**src/rtl/mux_rr_scheduler_if.sv**
```systemverilog
// Handshake/data bundle between the eight requesters, the shared mux output and the scheduler.
// The master side drives requests, data and downstream ready; the slave (scheduler) returns grant and output.
interface mux_rr_scheduler_if;
  logic [7:0] req;
  logic [7:0] din;
  logic       out_ready;
  logic [7:0] gnt;
  logic [2:0] sel;
  logic       y;
  logic       y_valid;
  logic       busy;

  modport master (
    output req, din, out_ready,
    input  gnt, sel, y, y_valid, busy
  );

  modport slave (
    input  req, din, out_ready,
    output gnt, sel, y, y_valid, busy
  );
endinterface

```
**src/rtl/mux_rr_scheduler.sv**
```systemverilog
// Round-robin 8:1 bit-mux scheduler: one-cycle arbitration from IDLE, back-to-back re-grant on release.
// A grant lasts up to MAX_BURST accepted beats; out_ready=0 stalls the beat count and holds the grant.
module mux_rr_scheduler #(
  parameter int MAX_BURST = 4,
  parameter int CNT_W     = 4
) (
  input  logic               clk,
  input  logic               rst,
  mux_rr_scheduler_if.slave  bus
);

  localparam logic [0:0] IDLE  = 1'b0;
  localparam logic [0:0] GRANT = 1'b1;

  logic [0:0]       state_q, state_d;
  logic [7:0]       gnt_q, gnt_d;
  logic [2:0]       sel_q, sel_d;
  logic [2:0]       ptr_q, ptr_d;
  logic [CNT_W-1:0] cnt_q, cnt_d;

  logic       granted;
  logic       beat;
  logic       last_beat;
  logic       release_grant;
  logic [2:0] scan_start;
  logic [2:0] cand;
  logic       win_vld;
  logic [2:0] win_idx;

  assign granted       = (state_q == GRANT);
  assign bus.y_valid   = granted & bus.req[sel_q];
  assign bus.y         = bus.y_valid & bus.din[sel_q];
  assign bus.gnt       = gnt_q;
  assign bus.sel       = sel_q;
  assign bus.busy      = granted;

  assign beat          = bus.y_valid & bus.out_ready;
  assign last_beat     = beat && (cnt_q == CNT_W'(MAX_BURST - 1));
  assign release_grant = !bus.req[sel_q] || last_beat;

  // Scanning from sel+1 puts the current holder last, so it only wins when alone.
  assign scan_start = granted ? (sel_q + 3'd1) : ptr_q;

  always_comb begin
    win_vld = 1'b0;
    win_idx = 3'd0;
    cand    = 3'd0;
    for (int i = 7; i >= 0; i--) begin
      cand = scan_start + 3'(i);
      if (bus.req[cand]) begin
        win_vld = 1'b1;
        win_idx = cand;
      end
    end
  end

  always_comb begin
    state_d = state_q;
    gnt_d   = gnt_q;
    sel_d   = sel_q;
    ptr_d   = ptr_q;
    cnt_d   = cnt_q;
    case (state_q)
      IDLE: begin
        if (win_vld) begin
          state_d = GRANT;
          sel_d   = win_idx;
          gnt_d   = 8'b1 << win_idx;
          cnt_d   = '0;
        end
      end
      GRANT: begin
        if (release_grant) begin
          ptr_d = sel_q + 3'd1;
          cnt_d = '0;
          if (win_vld) begin
            sel_d = win_idx;
            gnt_d = 8'b1 << win_idx;
          end else begin
            gnt_d   = 8'h00;
            state_d = IDLE;
          end
        end else if (beat) begin
          cnt_d = cnt_q + CNT_W'(1);
        end
      end
      default: begin
        state_d = IDLE;
        gnt_d   = 8'h00;
      end
    endcase
  end

  always_ff @(posedge clk or posedge rst) begin
    if (rst) begin
      state_q <= IDLE;
      gnt_q   <= 8'h00;
      sel_q   <= 3'd0;
      ptr_q   <= 3'd0;
      cnt_q   <= '0;
    end else begin
      state_q <= state_d;
      gnt_q   <= gnt_d;
      sel_q   <= sel_d;
      ptr_q   <= ptr_d;
      cnt_q   <= cnt_d;
    end
  end

endmodule

```
**src/flat_wrapper.sv**
```systemverilog
// flat-port wrapper written by rule: the top's interface ports become plain ports
module mux_rr_scheduler_flat 
#(
  parameter int MAX_BURST = 4,
  parameter int CNT_W     = 4
)
  (clk, rst, bus_req, bus_din, bus_out_ready, bus_gnt, bus_sel, bus_y, bus_y_valid, bus_busy);
  mux_rr_scheduler_if bus_i ();
  input  logic clk;
  input  logic rst;
  input wire logic [$bits(bus_i.req)-1:0] bus_req;
  input wire logic [$bits(bus_i.din)-1:0] bus_din;
  input wire logic [$bits(bus_i.out_ready)-1:0] bus_out_ready;
  output wire logic [$bits(bus_i.gnt)-1:0] bus_gnt;
  output wire logic [$bits(bus_i.sel)-1:0] bus_sel;
  output wire logic [$bits(bus_i.y)-1:0] bus_y;
  output wire logic [$bits(bus_i.y_valid)-1:0] bus_y_valid;
  output wire logic [$bits(bus_i.busy)-1:0] bus_busy;
  assign bus_i.req = bus_req;
  assign bus_i.din = bus_din;
  assign bus_i.out_ready = bus_out_ready;
  assign bus_gnt = bus_i.gnt;
  assign bus_sel = bus_i.sel;
  assign bus_y = bus_i.y;
  assign bus_y_valid = bus_i.y_valid;
  assign bus_busy = bus_i.busy;
  mux_rr_scheduler #(.MAX_BURST(MAX_BURST), .CNT_W(CNT_W)) u_core (.clk(clk), .rst(rst), .bus(bus_i));
endmodule
```
**config.mk**
```make
export PLATFORM = sky130hd
export DESIGN_NAME = mux_rr_scheduler_flat
export DESIGN_NICKNAME = d
export VERILOG_FILES = /design/src/rtl/mux_rr_scheduler_if.sv /design/src/rtl/mux_rr_scheduler.sv /design/src/flat_wrapper.sv
export SDC_FILE = /design/constraint.sdc
export NUM_CORES = 1
export LEC_CHECK = 0
export CAP_MARGIN = 20
export CELL_PAD_IN_SITES_DETAIL_PLACEMENT = 1
export CELL_PAD_IN_SITES_GLOBAL_PLACEMENT = 1
export CORE_ASPECT_RATIO = 1.1
export CORE_MARGIN = 3
export CORE_UTILIZATION = 45
export DETAILED_ROUTE_END_ITERATION = 6
export GPL_TIMING_DRIVEN = 0
export PLACE_DENSITY_LB_ADDON = 0.1
export SLEW_MARGIN = 20
export SYNTH_ARGS = -nofsm -noshare
export SYNTH_HDL_FRONTEND = slang
export SYNTH_SLANG_ARGS = --single-unit
```
**constraint.sdc**
```tcl
create_clock -name clk -period 6.96 [get_ports clk]
set_input_delay 0.696 -clock clk [delete_from_list [all_inputs] [get_ports clk]]
set_output_delay 0.696 -clock clk [all_outputs]
set_load 0.1 [all_outputs]
```
Word level (Yosys, flattened, before mapping)
Index checks and enable logic that the tools add are counted.
{ "totals": {"output_inout_bits": 14, "word_cells": 89, "input_bits": 19, "regBits": 19} }
{ "op_classes": {"n_reduce_logical": 6, "bitwise": 4, "n_lt_le_gt_ge": 9, "eq_ne": 4, "n_shift": 1, "muxes": 51, "n_addsub": 9} }
{ "ops": {"columns": ["cell", "count"], "rows": [
  ["< comparator 3 x 4 -> 1 bit (second input constant)", 9],
  ["two-way mux 3 bit", 11],
  ["binary-select mux 1 bit (select 3 bit)", 10],
  ["two-way mux 8 bit", 3],
  ["two-way mux 1 bit", 20],
  ["case mux 8 bit (2 select lines)", 1],
  ["adder 3 bit (second input constant)", 4],
  ["two-way mux 4 bit", 3],
  ["case mux 4 bit (2 select lines)", 1],
  ["<< shifter 1 x 3 -> 8 bit (first input constant)", 1],
  ["adder 3 x 1 -> 3 bit (second input constant)", 2],
  ["adder 3 x 2 -> 3 bit (second input constant)", 2],
  ["case mux 3 bit (2 select lines)", 1],
  ["AND reduction 2 bit", 3],
  ["adder 4 x 1 -> 4 bit (second input constant)", 1],
  ["equality test 4 x 2 -> 1 bit (second input constant)", 1],
  ["AND 1 bit", 3],
  ["!= test 3 bit (second input constant)", 1],
  ["!= test 2 x 1 -> 1 bit (second input constant)", 1],
  ["!= test 2 bit (second input constant)", 1],
  ["case mux 1 bit (2 select lines)", 1],
  ["logical AND 1 bit", 1],
  ["zero test 1 bit", 1],
  ["logical OR 1 bit", 1],
  ["inverter 1 bit", 1]
]} }

Logic depth before layout (Yosys ltp)
{ "depth": {"word_depth": 17, "ltp_mapped": 14, "depth_no_buf": 12} }

Worst setup path after synthesis
No wires, ideal clock.
{ "synth_timing": {"kind": "reg-to-reg", "start": "reg u_core.sel_q[1] (netlist: u_core.bus.sel[1])", "end": "reg u_core.sel_q[1] (netlist: u_core.bus.sel[1])", "t_arrival_ps": 3964, "path_stages_with_launch": 13, "slack_ps": 2870, "synth_period_minus_slack_ps": 4090, "n_path_buf": 1, "required_time_ps": 6834, "setup_time_ps": 126, "path_cell_list": "dfrtp_1 -> ha_1 -> mux2i_4 -> inv_2 -> clkbuf_1 -> ha_1 -> mux4_2 -> mux2_2 -> nand3b_4 -> a2111oi_2 -> o21ai_1 -> and2_4 -> mux2_2"} }
{ "synth_via": {"elab_chain_cells": 16, "word_cells_on_any_way": 52, "classes_between": "8 x add/sub; 1 x eq/ne; 38 x mux; 2 x bitwise; 3 x reduce/logical"} }
{ "synth_lines": {"columns": ["item", "line", "text"], "rows": [
  ["start, declared", "mux_rr_scheduler.sv:17", "logic [2:0] sel_q, sel_d;"],
  ["start signal, assigned", "mux_rr_scheduler.sv:104", "sel_q <= sel_d;"],
  ["adder 3 x 1 -> 3 bit", "mux_rr_scheduler.sv:42", "assign scan_start = granted ? (sel_q + 3'd1) : ptr_q;"],
  ["two-way mux 3 bit", "mux_rr_scheduler.sv:42", null],
  ["adder 3 bit", "mux_rr_scheduler.sv:49", "cand = scan_start + 3'(i);"],
  ["binary-select mux 1 bit (select 3 bit)", "mux_rr_scheduler.sv:50", "if (bus.req[cand]) begin"],
  ["two-way mux 1 bit (not written as such)", "mux_rr_scheduler.sv:50", null],
  ["two-way mux 3 bit or two-way mux 1 bit (tied branches) (8 in a row)", "mux_rr_scheduler.sv:50", null],
  ["two-way mux 3 bit", "mux_rr_scheduler.sv:65, mux_rr_scheduler.sv:76", null],
  ["two-way mux 3 bit", "mux_rr_scheduler.sv:73", "if (release_grant) begin"],
  ["case mux 3 bit (2 select lines)", "mux_rr_scheduler.sv:63", "case (state_q)"]
]} }
Several ways; a longest one is shown, not always the timed one. The select of a mux whose other input is x is not followed.
A chain may end at the register's enable or synchronous reset.

Final worst setup path
{ "layout_timing": {"start": "reg u_core.sel_q[1] (netlist: u_core.bus.sel[1])", "end": "reg u_core.cnt_q[0]"} }
{ "layout_via": {"elab_chain_cells": 15, "word_cells_on_any_way": 45, "classes_between": "8 x add/sub; 2 x eq/ne; 29 x mux; 2 x bitwise; 4 x reduce/logical"} }
{ "layout_lines": {"columns": ["item", "line", "text"], "rows": [
  ["adder 3 x 1 -> 3 bit", "mux_rr_scheduler.sv:42", null],
  ["two-way mux 3 bit", "mux_rr_scheduler.sv:42", null],
  ["adder 3 bit", "mux_rr_scheduler.sv:49", null],
  ["binary-select mux 1 bit (select 3 bit)", "mux_rr_scheduler.sv:50", null],
  ["two-way mux 1 bit (not written as such)", "mux_rr_scheduler.sv:50", null],
  ["two-way mux 1 bit (8 in a row)", "mux_rr_scheduler.sv:50", null],
  ["!= test 2 x 1 -> 1 bit (no source line)", null, null],
  ["AND reduction 2 bit (no source line)", null, null],
  ["end signal, assigned", "mux_rr_scheduler.sv:106", "cnt_q <= cnt_d;"],
  ["end, declared", "mux_rr_scheduler.sv:19", "logic [CNT_W-1:0] cnt_q, cnt_d;"]
]} }
Several ways; a longest one is shown, not always the timed one. The select of a mux whose other input is x is not followed.

==> reports/qor.csv <==
metric;value;unit
status;finished clean;
max-slew violations;0;
WHS Path Cells;1;
clk slew on worst S/H paths;0.07;ns
CTS Buffer Depth;2;
hold buffers post-CTS;0;
total CTS buffers;3;
synthesis-stage register bit count;19;
Hold Crit Class;flop to flop;
crit end category;flop;
Critical path buffers and inverters;3;
Initial DRC Count;118;
CTS sink count;19;
asr flop ratio synth;1.000;
Post-Route WL;6103;µm
largest net degree at the start of global routing;20;
Crit path arrival time;4.35;ns
CTS tree;done;
worst flop-to-flop path startpoint;u_core.bus.sel[1];
GRT Total Usage;0.2479;
worst slew pin tran;0.9944;ns
Hold Path End;u_core.bus.gnt[7];
Syn Area/Cell;9.639;µm²
site row count;24;
number of synthesized flops with an enable pin;0;
share of layout cells above drive strength 1;0.1901;
vias post-DR;1888;
most common cell after layout, fill and taps aside;clkdlybuf4s50_1;
Hold Startpoint;u_core.bus.gnt[7];
Synth Flop Type;dfrtp_1;
cell area after synthesis;0.001986;mm²
Final setup viols;0;
vias per inst;6.422;
yosys warns;0;
footprint of the multi-input gates;0.001438;mm²
critical path's top delay family;adder cells;
fmax;237.9;MHz
CP required;7.10;ns
Ports;33;
Mapped Cells;206;
final worst-path cycle share;0.6039;
Max-Cap Viols;0;
CP max-delay cell;ha_1;
post_cts resized;0;
Routed wire per std cell;20.76;µm
syn nets;228;
gr ovfl total;0;
clock skew;0.002636;ns
first-pass GRT wire length;10320;µm
RSZ-0062 raised after global routing;no;
die area;0.005247;mm²
initial core utilization;0.4827;
Final Hold Viols;0;
kind of critical path;flop to flop;
die height;75.67;µm
most frequent cells in the layout;clkdlybuf4s50_1 (32), dfrtp_1 (19), nand3_1 (18);
Final ANT Viol Nets;0;
Setup crit start kind;flop;
buffers added on ports;32;
antenna violations before repair;0;
clk root buf;clkbuf_8;
# nets final;265;
crit-path max FO;10;
die width;69.34;µm
# DRC;0;
drt pass-1 iters;4;
R2R Path End;u_core.cnt_q[0];
Post-CTS Setup Bufs;0;
setup_tns;0;ns
min cycle time layout;4.203;ns
Fill cells;466;
Cell variety after synth;54;
Slew Limit Headroom;0.3350;
Register Area;475.5;µm²
ant diodes;0;
flop-to-flop setup slack;2.76;ns
hpwl dp;4844;µm
core area;0.004114;mm²
R2R depth;13;
vias in the first global route;2045;
gpl congestion;0.9274;
proportion of synthesized chip area in sequential cells;0.2394;
Worst path max stage delay;0.53;ns
H-Tree Depth;1;
Layout area overhead;21.74;%
CP cell instances;ha_1 -> mux2i_4 -> inv_2 -> clkbuf_1 -> ha_1 -> mux2i_1 -> mux2i_1 -> a211oi_1 -> o211a_1 -> nor2_1 -> a21oi_2 -> buf_2 -> a31o_2;
worst skew pair latency;0.25;ns
## cells in the mapped netlist (3+ instances only)
master | number | area [µm²]
a211oi_1 | 5 | 37.54
a21oi_1 | 9 | 45.04
a22o_1 | 4 | 35.03
a22oi_1 | 3 | 22.52
a311oi_1 | 3 | 26.28
a31o_2 | 3 | 26.28
and2_1 | 5 | 31.28
buf_6 | 3 | 33.78
clkbuf_1 | 4 | 15.01
dfrtp_1 | 19 | 475.5
ha_1 | 3 | 37.54
inv_1 | 3 | 11.26
mux2_2 | 12 | 135.1
mux2i_1 | 11 | 110.1
mux2i_4 | 3 | 67.56
mux4_2 | 8 | 180.2
nand2_1 | 17 | 63.81
nand2b_1 | 4 | 25.02
nand3_1 | 18 | 90.09
nor2_1 | 10 | 37.54
nor3_1 | 4 | 20.02
o211a_1 | 3 | 30.03
o21ai_0 | 9 | 45.04
o2bb2ai_1 | 5 | 43.79
xnor2_1 | 3 | 26.28
## registers in the layout, summed over array words and instances, names as in the netlist
register         count
u_core.bus.gnt       8
u_core.cnt_q         4
u_core.bus.sel       3
u_core.ptr_q         3
u_core.bus.busy      1
## per-stage QoR
| step | util | worst slack (ns) | instance area, µm² | instances | hold WS, ns |
|---|---|---|---|---|---|
| after global routing | 0.5876 | 2.424 | 2417 | 294 | 0.5168 |
| final | 0.5876 | 2.757 | 2417 | 294 | 0.4961 |
| after floorplan | - | 2.870 | 1986 | 206 | 0.4946 |
| after CTS | 0.5876 | 2.717 | 2417 | 294 | 0.5007 |
| after global placement | 0.5763 | 2.985 | 2371 | 290 | 0.4751 |
| after detailed placement | 0.5763 | 2.784 | 2371 | 290 | 0.4748 |
## layout make-up
type                    count  area share
multi-input cells         174      0.5947
flip-flops and latches     19      0.1967
repair buffers             32      0.1325
well taps                  52     0.02692
plain buffers               8     0.02226
clock buffers               3     0.01708
inverters                   5    0.007764
clock inverters             1    0.002070
## metal layers
metal  GRT usage  up-vias  routed length, µm
met1      0.2807      938               2463
met2      0.4725       58               3233
met5           0        -                  0
met3     0.01979       18                182
li1            -      874                  -
met4      0.1345        0                223
## worst max path at each step
stage / startpoint / end / slack (ns) / cells past startpoint
floorplan: u_core.bus.sel[1] / u_core.bus.sel[1] / 2.87 / 12
global placement: u_core.bus.sel[1] / u_core.bus.gnt[3] / 2.98 / 13
detailed placement: u_core.bus.sel[1] / u_core.cnt_q[0] / 2.78 / 13
CTS: u_core.bus.sel[1] / u_core.cnt_q[0] / 2.72 / 13
global route: u_core.bus.sel[1] / u_core.cnt_q[0] / 2.42 / 13
finish: u_core.bus.sel[1] / u_core.cnt_q[0] / 2.76 / 13
## cell families after synthesis
group | Yosys count | synth area share
and+or+nand+nor | 72 | 0.2061
AOI/OAI and AO/OA | 59 | 0.2205
muxes | 34 | 0.2483
DFF | 19 | 0.2394
buffers and inverters | 13 | 0.03654
xor gates and xnor gates | 6 | 0.03025
adders and majority gates | 3 | 0.01891
Power is not shown: default switching activity piles up to over one toggle a cycle in this logic, so the estimate is an artifact.
